===== src/rtl/mioc_nor3_stim_if.sv =====
// Handshake/bus bundle between the MIOC NOR3 stimulus/checker stage and its environment.
interface mioc_nor3_stim_if #(
  parameter int unsigned ERR_W = 4
);
  logic             start;
  logic             z;
  logic             in1;
  logic             in2;
  logic             in3;
  logic             busy;
  logic             done;
  logic [ERR_W-1:0] err_cnt;
  logic [2:0]       fail_vec;
  logic             fail_valid;

  modport master (
    output start, z,
    input  in1, in2, in3, busy, done, err_cnt, fail_vec, fail_valid
  );

  modport slave (
    input  start, z,
    output in1, in2, in3, busy, done, err_cnt, fail_vec, fail_valid
  );
endinterface


===== src/rtl/mioc_nor3_stim.sv =====
// Stimulus/checker for a 3-input NOR under test: sweeps all 8 vectors, samples z, counts mismatches.
// Optional first-failure capture is enabled by defining MIOC_STIM_FAILCAP_EN.
module mioc_nor3_stim #(
  parameter int unsigned SETTLE_CYCLES = 100,
  parameter int unsigned ERR_W         = 4
) (
  input logic             clk,
  input logic             rst,
  mioc_nor3_stim_if.slave bus
);

  localparam int unsigned CNT_W = 16;
  localparam logic [CNT_W-1:0] RELOAD  = CNT_W'(SETTLE_CYCLES - 1);
  localparam logic [ERR_W-1:0] ERR_MAX = {ERR_W{1'b1}};

  if (SETTLE_CYCLES < 3 || SETTLE_CYCLES > 65535) begin : g_bad_settle
    $error("mioc_nor3_stim: SETTLE_CYCLES must be in 3..65535");
  end

  typedef enum logic [1:0] {
    S_IDLE,
    S_SETTLE,
    S_SAMPLE,
    S_DONE
  } state_t;

  state_t           state_q, state_d;
  logic [2:0]       vec_q, vec_d;
  logic [CNT_W-1:0] cnt_q, cnt_d;
  logic [ERR_W-1:0] err_q, err_d;
  logic             busy_q, busy_d;
  logic             done_q, done_d;
  logic             z_s1_q, z_s2_q;
  logic             exp_c;
  logic             mismatch_c;

`ifdef MIOC_STIM_FAILCAP_EN
  logic [2:0]       fvec_q, fvec_d;
  logic             fvalid_q, fvalid_d;
`endif

  assign exp_c      = ~(vec_q[2] | vec_q[1] | vec_q[0]);
  assign mismatch_c = (z_s2_q != exp_c);

  // Two-flop synchronizer for the asynchronous gate output
  always_ff @(posedge clk or posedge rst) begin
    if (rst) begin
      z_s1_q <= 1'b0;
      z_s2_q <= 1'b0;
    end else begin
      z_s1_q <= bus.z;
      z_s2_q <= z_s1_q;
    end
  end

  always_ff @(posedge clk or posedge rst) begin
    if (rst) begin
      state_q <= S_IDLE;
      vec_q   <= 3'b000;
      cnt_q   <= '0;
      err_q   <= '0;
      busy_q  <= 1'b0;
      done_q  <= 1'b0;
    end else begin
      state_q <= state_d;
      vec_q   <= vec_d;
      cnt_q   <= cnt_d;
      err_q   <= err_d;
      busy_q  <= busy_d;
      done_q  <= done_d;
    end
  end

`ifdef MIOC_STIM_FAILCAP_EN
  always_ff @(posedge clk or posedge rst) begin
    if (rst) begin
      fvec_q   <= 3'b000;
      fvalid_q <= 1'b0;
    end else begin
      fvec_q   <= fvec_d;
      fvalid_q <= fvalid_d;
    end
  end
`endif

  always_comb begin
    state_d = state_q;
    vec_d   = vec_q;
    cnt_d   = cnt_q;
    err_d   = err_q;
    busy_d  = busy_q;
    done_d  = done_q;
`ifdef MIOC_STIM_FAILCAP_EN
    fvec_d   = fvec_q;
    fvalid_d = fvalid_q;
`endif
    case (state_q)
      S_IDLE, S_DONE: begin
        if (bus.start) begin
          state_d = S_SETTLE;
          vec_d   = 3'b000;
          cnt_d   = RELOAD;
          err_d   = '0;
          busy_d  = 1'b1;
          done_d  = 1'b0;
`ifdef MIOC_STIM_FAILCAP_EN
          fvec_d   = 3'b000;
          fvalid_d = 1'b0;
`endif
        end
      end
      S_SETTLE: begin
        if (cnt_q == '0) begin
          state_d = S_SAMPLE;
        end else begin
          cnt_d = cnt_q - CNT_W'(1);
        end
      end
      S_SAMPLE: begin
        if (mismatch_c && (err_q != ERR_MAX)) begin
          err_d = err_q + ERR_W'(1);
        end
`ifdef MIOC_STIM_FAILCAP_EN
        if (mismatch_c && !fvalid_q) begin
          fvec_d   = vec_q;
          fvalid_d = 1'b1;
        end
`endif
        if (vec_q == 3'b111) begin
          state_d = S_DONE;
          busy_d  = 1'b0;
          done_d  = 1'b1;
        end else begin
          state_d = S_SETTLE;
          vec_d   = vec_q + 3'd1;
          cnt_d   = RELOAD;
        end
      end
      default: state_d = S_IDLE;
    endcase
  end

  assign bus.in1     = vec_q[2];
  assign bus.in2     = vec_q[1];
  assign bus.in3     = vec_q[0];
  assign bus.busy    = busy_q;
  assign bus.done    = done_q;
  assign bus.err_cnt = err_q;

`ifdef MIOC_STIM_FAILCAP_EN
  assign bus.fail_vec   = fvec_q;
  assign bus.fail_valid = fvalid_q;
`else
  assign bus.fail_vec   = 3'b000;
  assign bus.fail_valid = 1'b0;
`endif

endmodule


===== src/flat_wrapper.sv =====
// flat-port wrapper written by rule: the top's interface ports become plain ports
module mioc_nor3_stim_flat 
#(
  parameter int unsigned SETTLE_CYCLES = 100,
  parameter int unsigned ERR_W         = 4
)
  (clk, rst, bus_start, bus_z, bus_in1, bus_in2, bus_in3, bus_busy, bus_done, bus_err_cnt, bus_fail_vec, bus_fail_valid);
  mioc_nor3_stim_if #(.ERR_W(ERR_W)) bus_i ();
  input logic clk;
  input logic rst;
  input wire logic [$bits(bus_i.start)-1:0] bus_start;
  input wire logic [$bits(bus_i.z)-1:0] bus_z;
  output wire logic [$bits(bus_i.in1)-1:0] bus_in1;
  output wire logic [$bits(bus_i.in2)-1:0] bus_in2;
  output wire logic [$bits(bus_i.in3)-1:0] bus_in3;
  output wire logic [$bits(bus_i.busy)-1:0] bus_busy;
  output wire logic [$bits(bus_i.done)-1:0] bus_done;
  output wire logic [$bits(bus_i.err_cnt)-1:0] bus_err_cnt;
  output wire logic [$bits(bus_i.fail_vec)-1:0] bus_fail_vec;
  output wire logic [$bits(bus_i.fail_valid)-1:0] bus_fail_valid;
  assign bus_i.start = bus_start;
  assign bus_i.z = bus_z;
  assign bus_in1 = bus_i.in1;
  assign bus_in2 = bus_i.in2;
  assign bus_in3 = bus_i.in3;
  assign bus_busy = bus_i.busy;
  assign bus_done = bus_i.done;
  assign bus_err_cnt = bus_i.err_cnt;
  assign bus_fail_vec = bus_i.fail_vec;
  assign bus_fail_valid = bus_i.fail_valid;
  mioc_nor3_stim #(.SETTLE_CYCLES(SETTLE_CYCLES), .ERR_W(ERR_W)) u_core (.clk(clk), .rst(rst), .bus(bus_i));
endmodule

===== config.mk =====
export PLATFORM = sky130hd
export DESIGN_NAME = mioc_nor3_stim_flat
export DESIGN_NICKNAME = d
export VERILOG_FILES = /design/src/rtl/mioc_nor3_stim_if.sv /design/src/rtl/mioc_nor3_stim.sv /design/src/flat_wrapper.sv
export SDC_FILE = /design/constraint.sdc
export NUM_CORES = 1
export LEC_CHECK = 0
export ABC_AREA = 1
export BUFFER_PORTS_ARGS = -buffer_cell sky130_fd_sc_hd__buf_2
export CAP_MARGIN = 15
export CORE_ASPECT_RATIO = 1.4
export CORE_MARGIN = 2
export CORE_UTILIZATION = 40
export DETAILED_ROUTE_END_ITERATION = 16
export GPL_TIMING_DRIVEN = 0
export MAX_ROUTING_LAYER = met4
export PLACE_DENSITY = 0.65
export SLEW_MARGIN = 20
export SYNTH_ARGS = -nofsm -noshare
export SYNTH_HDL_FRONTEND = slang
export SYNTH_SLANG_ARGS = --single-unit

===== constraint.sdc =====
create_clock -name clk -period 1.7 [get_ports clk]
set_clock_uncertainty 0.05 [all_clocks]
set_input_delay 0.34 -clock clk [delete_from_list [all_inputs] [get_ports clk]]
set_output_delay 0.34 -clock clk [all_outputs]
set_load 0.01 [all_outputs]

---- Word-level counts from Yosys, hierarchy flattened ----
Cells that the tools add are included.
storage, ports and cells
  flip-flop bits (word level) ............. 29
  logic and storage cells ................. 56
  output and inout bits ................... 13
  input port bits ......................... 4
operators by class
  multiplexer cells ....................... 20
  bitwise logic cells ..................... 3
  eq/ne operators ......................... 12
  add/subtract/negate cells ............... 3
  reductions and logical operators ........ 10
operators by type and width
  operator                                                              number
  16-bit 2-to-1 mux                                                     3
  16-bit case mux with 3 select lines                                   1
  16-bit logical NOT                                                    1
  16-bit by 1-bit subtractor with 16-bit output, second input constant  1
  3-bit AND reduction                                                   4
  4-bit 2-to-1 mux                                                      2
  4-bit case mux with 2 select lines                                    1
  2-bit 2-to-1 mux                                                      3
  3-bit 2-to-1 mux                                                      2
  2-bit by 1-bit != test with 1-bit output, second input constant       3
  2-bit != test, second input constant                                  3
  2-bit case mux with 3 select lines                                    1
  3-bit case mux with 2 select lines                                    1
  4-bit by 1-bit adder with 4-bit output, second input constant         1
  2-bit == test, second input constant                                  2
  1-bit 2-to-1 mux                                                      4
  4-bit != test, second input constant                                  1
  1-bit case mux with 2 select lines                                    2
  3-bit by 1-bit adder with 3-bit output, second input constant         1
  3-bit == test, second input constant                                  1
  2-bit by 1-bit == test with 1-bit output, second input constant       1
  2-bit logical NOT                                                     1
  1-bit OR                                                              2
  2-bit AND reduction                                                   1
  5 further kinds                                                       5

---- Longest topological paths before layout ----
  depth after elaboration ................. 7
  gate-level depth with buffers ........... 10
  gate-level depth less buffers ........... 10

---- Worst setup path before layout ----
Ideal clock, no wire load.
  path type ............................... register -> register
  start ................................... register u_core.vec_q[0]
  end ..................................... register u_core.cnt_q[6]
  slack ................................... 0.028 ns
  arrival ................................. 1.494 ns
  period minus slack after synthesis ...... 1.672 ns
  library setup time ...................... 0.127 ns
  buffers on the path ..................... 1
  data required time ...................... 1.523 ns
  cell stages (with the launch flop) ...... 8
  path through ............................ dfrtp_1 -> ha_1 -> ha_1 -> a21oi_1 -> nand2_4 -> buf_6 -> nand2_1 -> o21ai_0
on the way
  word-level cells in the longest chain between the ends .. 3
ends and longest elaborated chain
  what                                  line                   text
  start: declaration                    mioc_nor3_stim.sv:28   logic [2:0] vec_q, vec_d;
  start signal: assignment              mioc_nor3_stim.sv:66   vec_q <= vec_d;
  3-bit == test                         mioc_nor3_stim.sv:129  if (vec_q == 3'b111) begin
  2-bit != test (no source line)        --
  3-bit AND reduction (no source line)  --
  end signal: assignment                mioc_nor3_stim.sv:67   cnt_q <= cnt_d;
  end: declaration                      mioc_nor3_stim.sv:29   logic [CNT_W-1:0] cnt_q, cnt_d;
Every way passes these cells.
A chain may end at the register's enable or synchronous reset.

---- Worst setup path after layout ----
Ends and elaborated chain as after synthesis.

==> results.ini <==
[sta]
fin_ws_ns=0.104
period_share_pct=93.9
final_critical_path_required_period_ns=1.60
final_setup_viols=0
max-slew-margin-rel_pct=58.9
report.final.hold_viol_count=0
max_freq_mhz=627
slew_viol_final=0
max_slew.worst_pin.slew_ns=0.616

[critical_path]
rr_worst_depth=7
path_class=reg2reg
reg2reg_capture_point=u_core.cnt_q[6]$_DFFE_PP0P_
worst-endpoint-arrival_ns=1.71
maximum_fanout_along_the_worst_path=10
setup.worst_path.start_class=flop
critical_path.reg2reg.startpoint=u_core.vec_q[0]$_DFFE_PP0P_
crit_path_end_kind=flop
critical_path_required_ns=1.81
regToRegSetupSlack_ns=0.10

[final_layout]
flow.area_growth_from_synthesis_pct=21.7
antenna-diode-count=0
fillers=438
nNetsFinal=297
drive_gt1_share_pct=24.4
final_cell_area_um2=2230

[run]
timing.max_cap.violations=0

[global_route]
busiest_layer=met2
gr-usage-met2_pct=30.2
grt_util_met1_pct=19.7
grt_first_pass_wirelength_um=6820
globalRouteOverflowTotal=0
grt_util_all_layers_pct=17.9
antenna_found_initial=0
first_global_vias=1558
grt_start_max_net_pins=30
met3_usage_pct=4.34

[clock_tree]
cts.htree.levels=2
tritoncts.num_buffers=5
clkTransAtPathRegs_ns=0.07
clock_path_buffers=2
worst_skew_pair.late_latency_ns=0.29
tritoncts=yes
cts.sink_count=29
clk_root_buffer_cell=sky130_fd_sc_hd__clkbuf_8

[yosys]
ys_types=27
post-synth-top-area-cell=sky130_fd_sc_hd__dfrtp_1
syn_inst=256
yosysSeqAreaShare_pct=39.6
synth_area_per_cell_um2=7.16
netlist.area_leader.share_pct=39.6
ys_seq_elements=29
yosys_warnings=0
ys_top_cells_by_area=sky130_fd_sc_hd__dfrtp_1, sky130_fd_sc_hd__nand2_1, sky130_fd_sc_hd__nand3_1, sky130_fd_sc_hd__inv_1, sky130_fd_sc_hd__nor2_1
synth_area_um2=1830

[floorplan]
floorplan.rows=29
core_footprint_um2=4460
floorplan.initialDensity_pct=41.0
die_area_um2=5140
ios=17
die_height_um=84.1
chipWidth_um=61.2

[placed_design]
dp_hpwl_um=2820
gp_congestion=0.833
placed_area_um2=1980
buffer_ports.inserted=12
detailedPlace.worstSlack_ns=-0.134

[detailed_routing]
firstDrtPassIters=4
dr.first_iter.drc_count=88
routed-via-count=1665
post-route-drc-count=0
remaining_number_of_nets_flagged_by_the_antenna_check_after_routing=0
routed_wire_length_per_instance_um=11.5
drt-vias-per-instance=4.77
postRouteWirelength_um=4010

[power]
p_leak_nw=1.14
ir_drop_mv=0.609
power_density_nw_per_um2=1460

[worst_hold_path]
worstHoldPathType=in2async

[outcome]
outcome=finished, final reports clean

==> cell families (layout without fill, tap and decap cells) <==
logic type / after synthesis / after routing / share of synthesized area [%]
buf+inv: 41 / 69 / 10.3
xor+xnor: 3 / 3 / 1.43
other cells: 1 / 4 / 0.205
compound gates: 25 / 25 / 8.20
flops: 29 / 29 / 39.6
simple gates: 150 / 150 / 35.5
fa+ha+maj: 7 / 7 / 4.78
==> flip-flops by register name, summed over array words and instances (netlist names) <==
name,cells
u_core.state_q,2
u_core.vec_q,3
u_core.bus.busy,1
u_core.z_s1_q,1
u_core.z_s2_q,1
u_core.bus.done,1
u_core.bus.err_cnt,4
u_core.cnt_q,16
==> synthesized netlist by cell type <==
cell type	number
sky130_fd_sc_hd__nand3_1	26
sky130_fd_sc_hd__or2_2	2
sky130_fd_sc_hd__nand2_4	1
sky130_fd_sc_hd__o21ai_1	1
sky130_fd_sc_hd__clkbuf_1	1
sky130_fd_sc_hd__conb_1	1
sky130_fd_sc_hd__nand2_1	79
sky130_fd_sc_hd__dfrtp_1	29
sky130_fd_sc_hd__nor2_2	2
sky130_fd_sc_hd__nand3b_1	2
sky130_fd_sc_hd__o21ai_0	14
sky130_fd_sc_hd__nand4_1	1
sky130_fd_sc_hd__xor2_1	3
sky130_fd_sc_hd__nor2_1	32
sky130_fd_sc_hd__buf_4	4
sky130_fd_sc_hd__o21ai_2	6
sky130_fd_sc_hd__ha_1	7
sky130_fd_sc_hd__nand3_2	2
sky130_fd_sc_hd__nor2_4	1
sky130_fd_sc_hd__a21oi_1	3
sky130_fd_sc_hd__nand2_2	1
sky130_fd_sc_hd__nor3b_1	1
sky130_fd_sc_hd__buf_6	1
sky130_fd_sc_hd__inv_1	33
sky130_fd_sc_hd__buf_8	1
sky130_fd_sc_hd__o21bai_1	1
sky130_fd_sc_hd__clkbuf_2	1
==> through the flow <==
step	cells	TNS [ns]	total power [mW]	hold slack [ns]	util, %
2_1_floorplan	259	0	1.95	0.281	-
3_3_place_gp	333	-2.09	2.25	0.281	44.4
3_5_place_dp	333	-1.92	2.28	0.286	44.4
4_1_cts	344	0	2.95	0.108	47.3
5_1_grt	349	-0.00680	3.53	0.104	50.0
6_report	349	0	3.24	0.0709	50.0
==> layout make-up <==
type                       count  area, um^2  share of cell area (%)
buffer                         7        61.3                    2.75
clock inverter                 2        10.0                   0.449
timing repair buffer          21         128                    5.72
tap                           62        77.6                    3.48
sequential                    29         727                    32.6
multi-input combinational    189        1030                    46.2
inverter                      33         124                    5.56
clock buffer                   6        72.6                    3.25
==> power breakdown <==
| group | leakage (nW) | internal (mW) | switching (mW) |
|---|---|---|---|
| logic | 0.717 | 0.674 | 1.06 |
| clock network | 0.0450 | 0.283 | 0.271 |
| registers | 0.374 | 0.829 | 0.129 |
==> layout by cell type, fill, tap and decap left out <==
cell	synthesis	routed
sky130_fd_sc_hd__nand3_4	0	1
sky130_fd_sc_hd__a21oi_4	0	1
sky130_fd_sc_hd__ha_1	7	3
sky130_fd_sc_hd__nor2_1	32	27
sky130_fd_sc_hd__clkbuf_8	0	5
sky130_fd_sc_hd__clkbuf_1	1	1
sky130_fd_sc_hd__or2_2	2	2
sky130_fd_sc_hd__buf_2	0	12
sky130_fd_sc_hd__nor3b_1	1	1
sky130_fd_sc_hd__nor2_2	2	3
sky130_fd_sc_hd__clkinv_2	0	2
sky130_fd_sc_hd__inv_1	33	28
sky130_fd_sc_hd__o21bai_1	1	1
sky130_fd_sc_hd__nor2_4	1	5
sky130_fd_sc_hd__nand2_1	79	77
sky130_fd_sc_hd__clkbuf_2	1	1
sky130_fd_sc_hd__nand3_2	2	1
sky130_fd_sc_hd__nand3b_1	2	2
sky130_fd_sc_hd__buf_4	4	13
sky130_fd_sc_hd__buf_6	1	1
sky130_fd_sc_hd__ha_2	0	2
sky130_fd_sc_hd__dfrtp_2	0	1
sky130_fd_sc_hd__o21ai_1	1	1
sky130_fd_sc_hd__xor2_1	3	3
sky130_fd_sc_hd__a21oi_1	3	2
sky130_fd_sc_hd__o21ai_0	14	12
sky130_fd_sc_hd__inv_2	0	5
sky130_fd_sc_hd__o21ai_2	6	7
sky130_fd_sc_hd__o21ai_4	0	1
sky130_fd_sc_hd__ha_4	0	2
sky130_fd_sc_hd__nand3_1	26	26
sky130_fd_sc_hd__buf_8	1	1
sky130_fd_sc_hd__nand4_1	1	1
sky130_fd_sc_hd__nand2_2	1	3
sky130_fd_sc_hd__dfrtp_1	29	28
sky130_fd_sc_hd__conb_1	1	4
sky130_fd_sc_hd__nand2_4	1	1
==> critical path, stage by stage, from the launching register on <==
cell	delay [ns]
sky130_fd_sc_hd__dfrtp_1	0.40
sky130_fd_sc_hd__ha_1	0.22
sky130_fd_sc_hd__ha_2	0.21
sky130_fd_sc_hd__a21oi_4	0.19
sky130_fd_sc_hd__nand2_4	0.11
sky130_fd_sc_hd__buf_6	0.16
sky130_fd_sc_hd__nand2_1	0.05
sky130_fd_sc_hd__o21ai_0	0.08
==> per-layer routing <==
layer	share of wire, %	routed length [um]	vias up
li1	-	-	853
met1	41	1670	779
met2	53	2140	25
met3	2.8	112	8
met4	2.3	94	0
met5	0	0	-
==> repair_timing <==
action	CTS	global route
pin swaps	1	6
hold buffers	0	0
buffers inserted	3	6
gates resized for setup	7	24
setup endpoints to repair	20	22
endpoints found under the hold margin	0	0
==> worst max path at each step <==
stage | from | end | cells after the start
after global routing | u_core.state_q[0]$_DFFE_PP0P_ | u_core.bus.err_cnt[2]$_DFFE_PP0P_ | 10
after CTS | u_core.vec_q[0]$_DFFE_PP0P_ | u_core.cnt_q[6]$_DFFE_PP0P_ | 7
final | u_core.vec_q[0]$_DFFE_PP0P_ | u_core.cnt_q[6]$_DFFE_PP0P_ | 7
after detailed placement | u_core.state_q[0]$_DFFE_PP0P_ | u_core.cnt_q[13]$_DFFE_PP0P_ | 9
after global placement | u_core.state_q[0]$_DFFE_PP0P_ | u_core.cnt_q[6]$_DFFE_PP0P_ | 9
after floorplan | u_core.vec_q[0]$_DFFE_PP0P_ | u_core.cnt_q[6]$_DFFE_PP0P_ | 7
No activity file was read; power rests on OpenSTA's default activity.
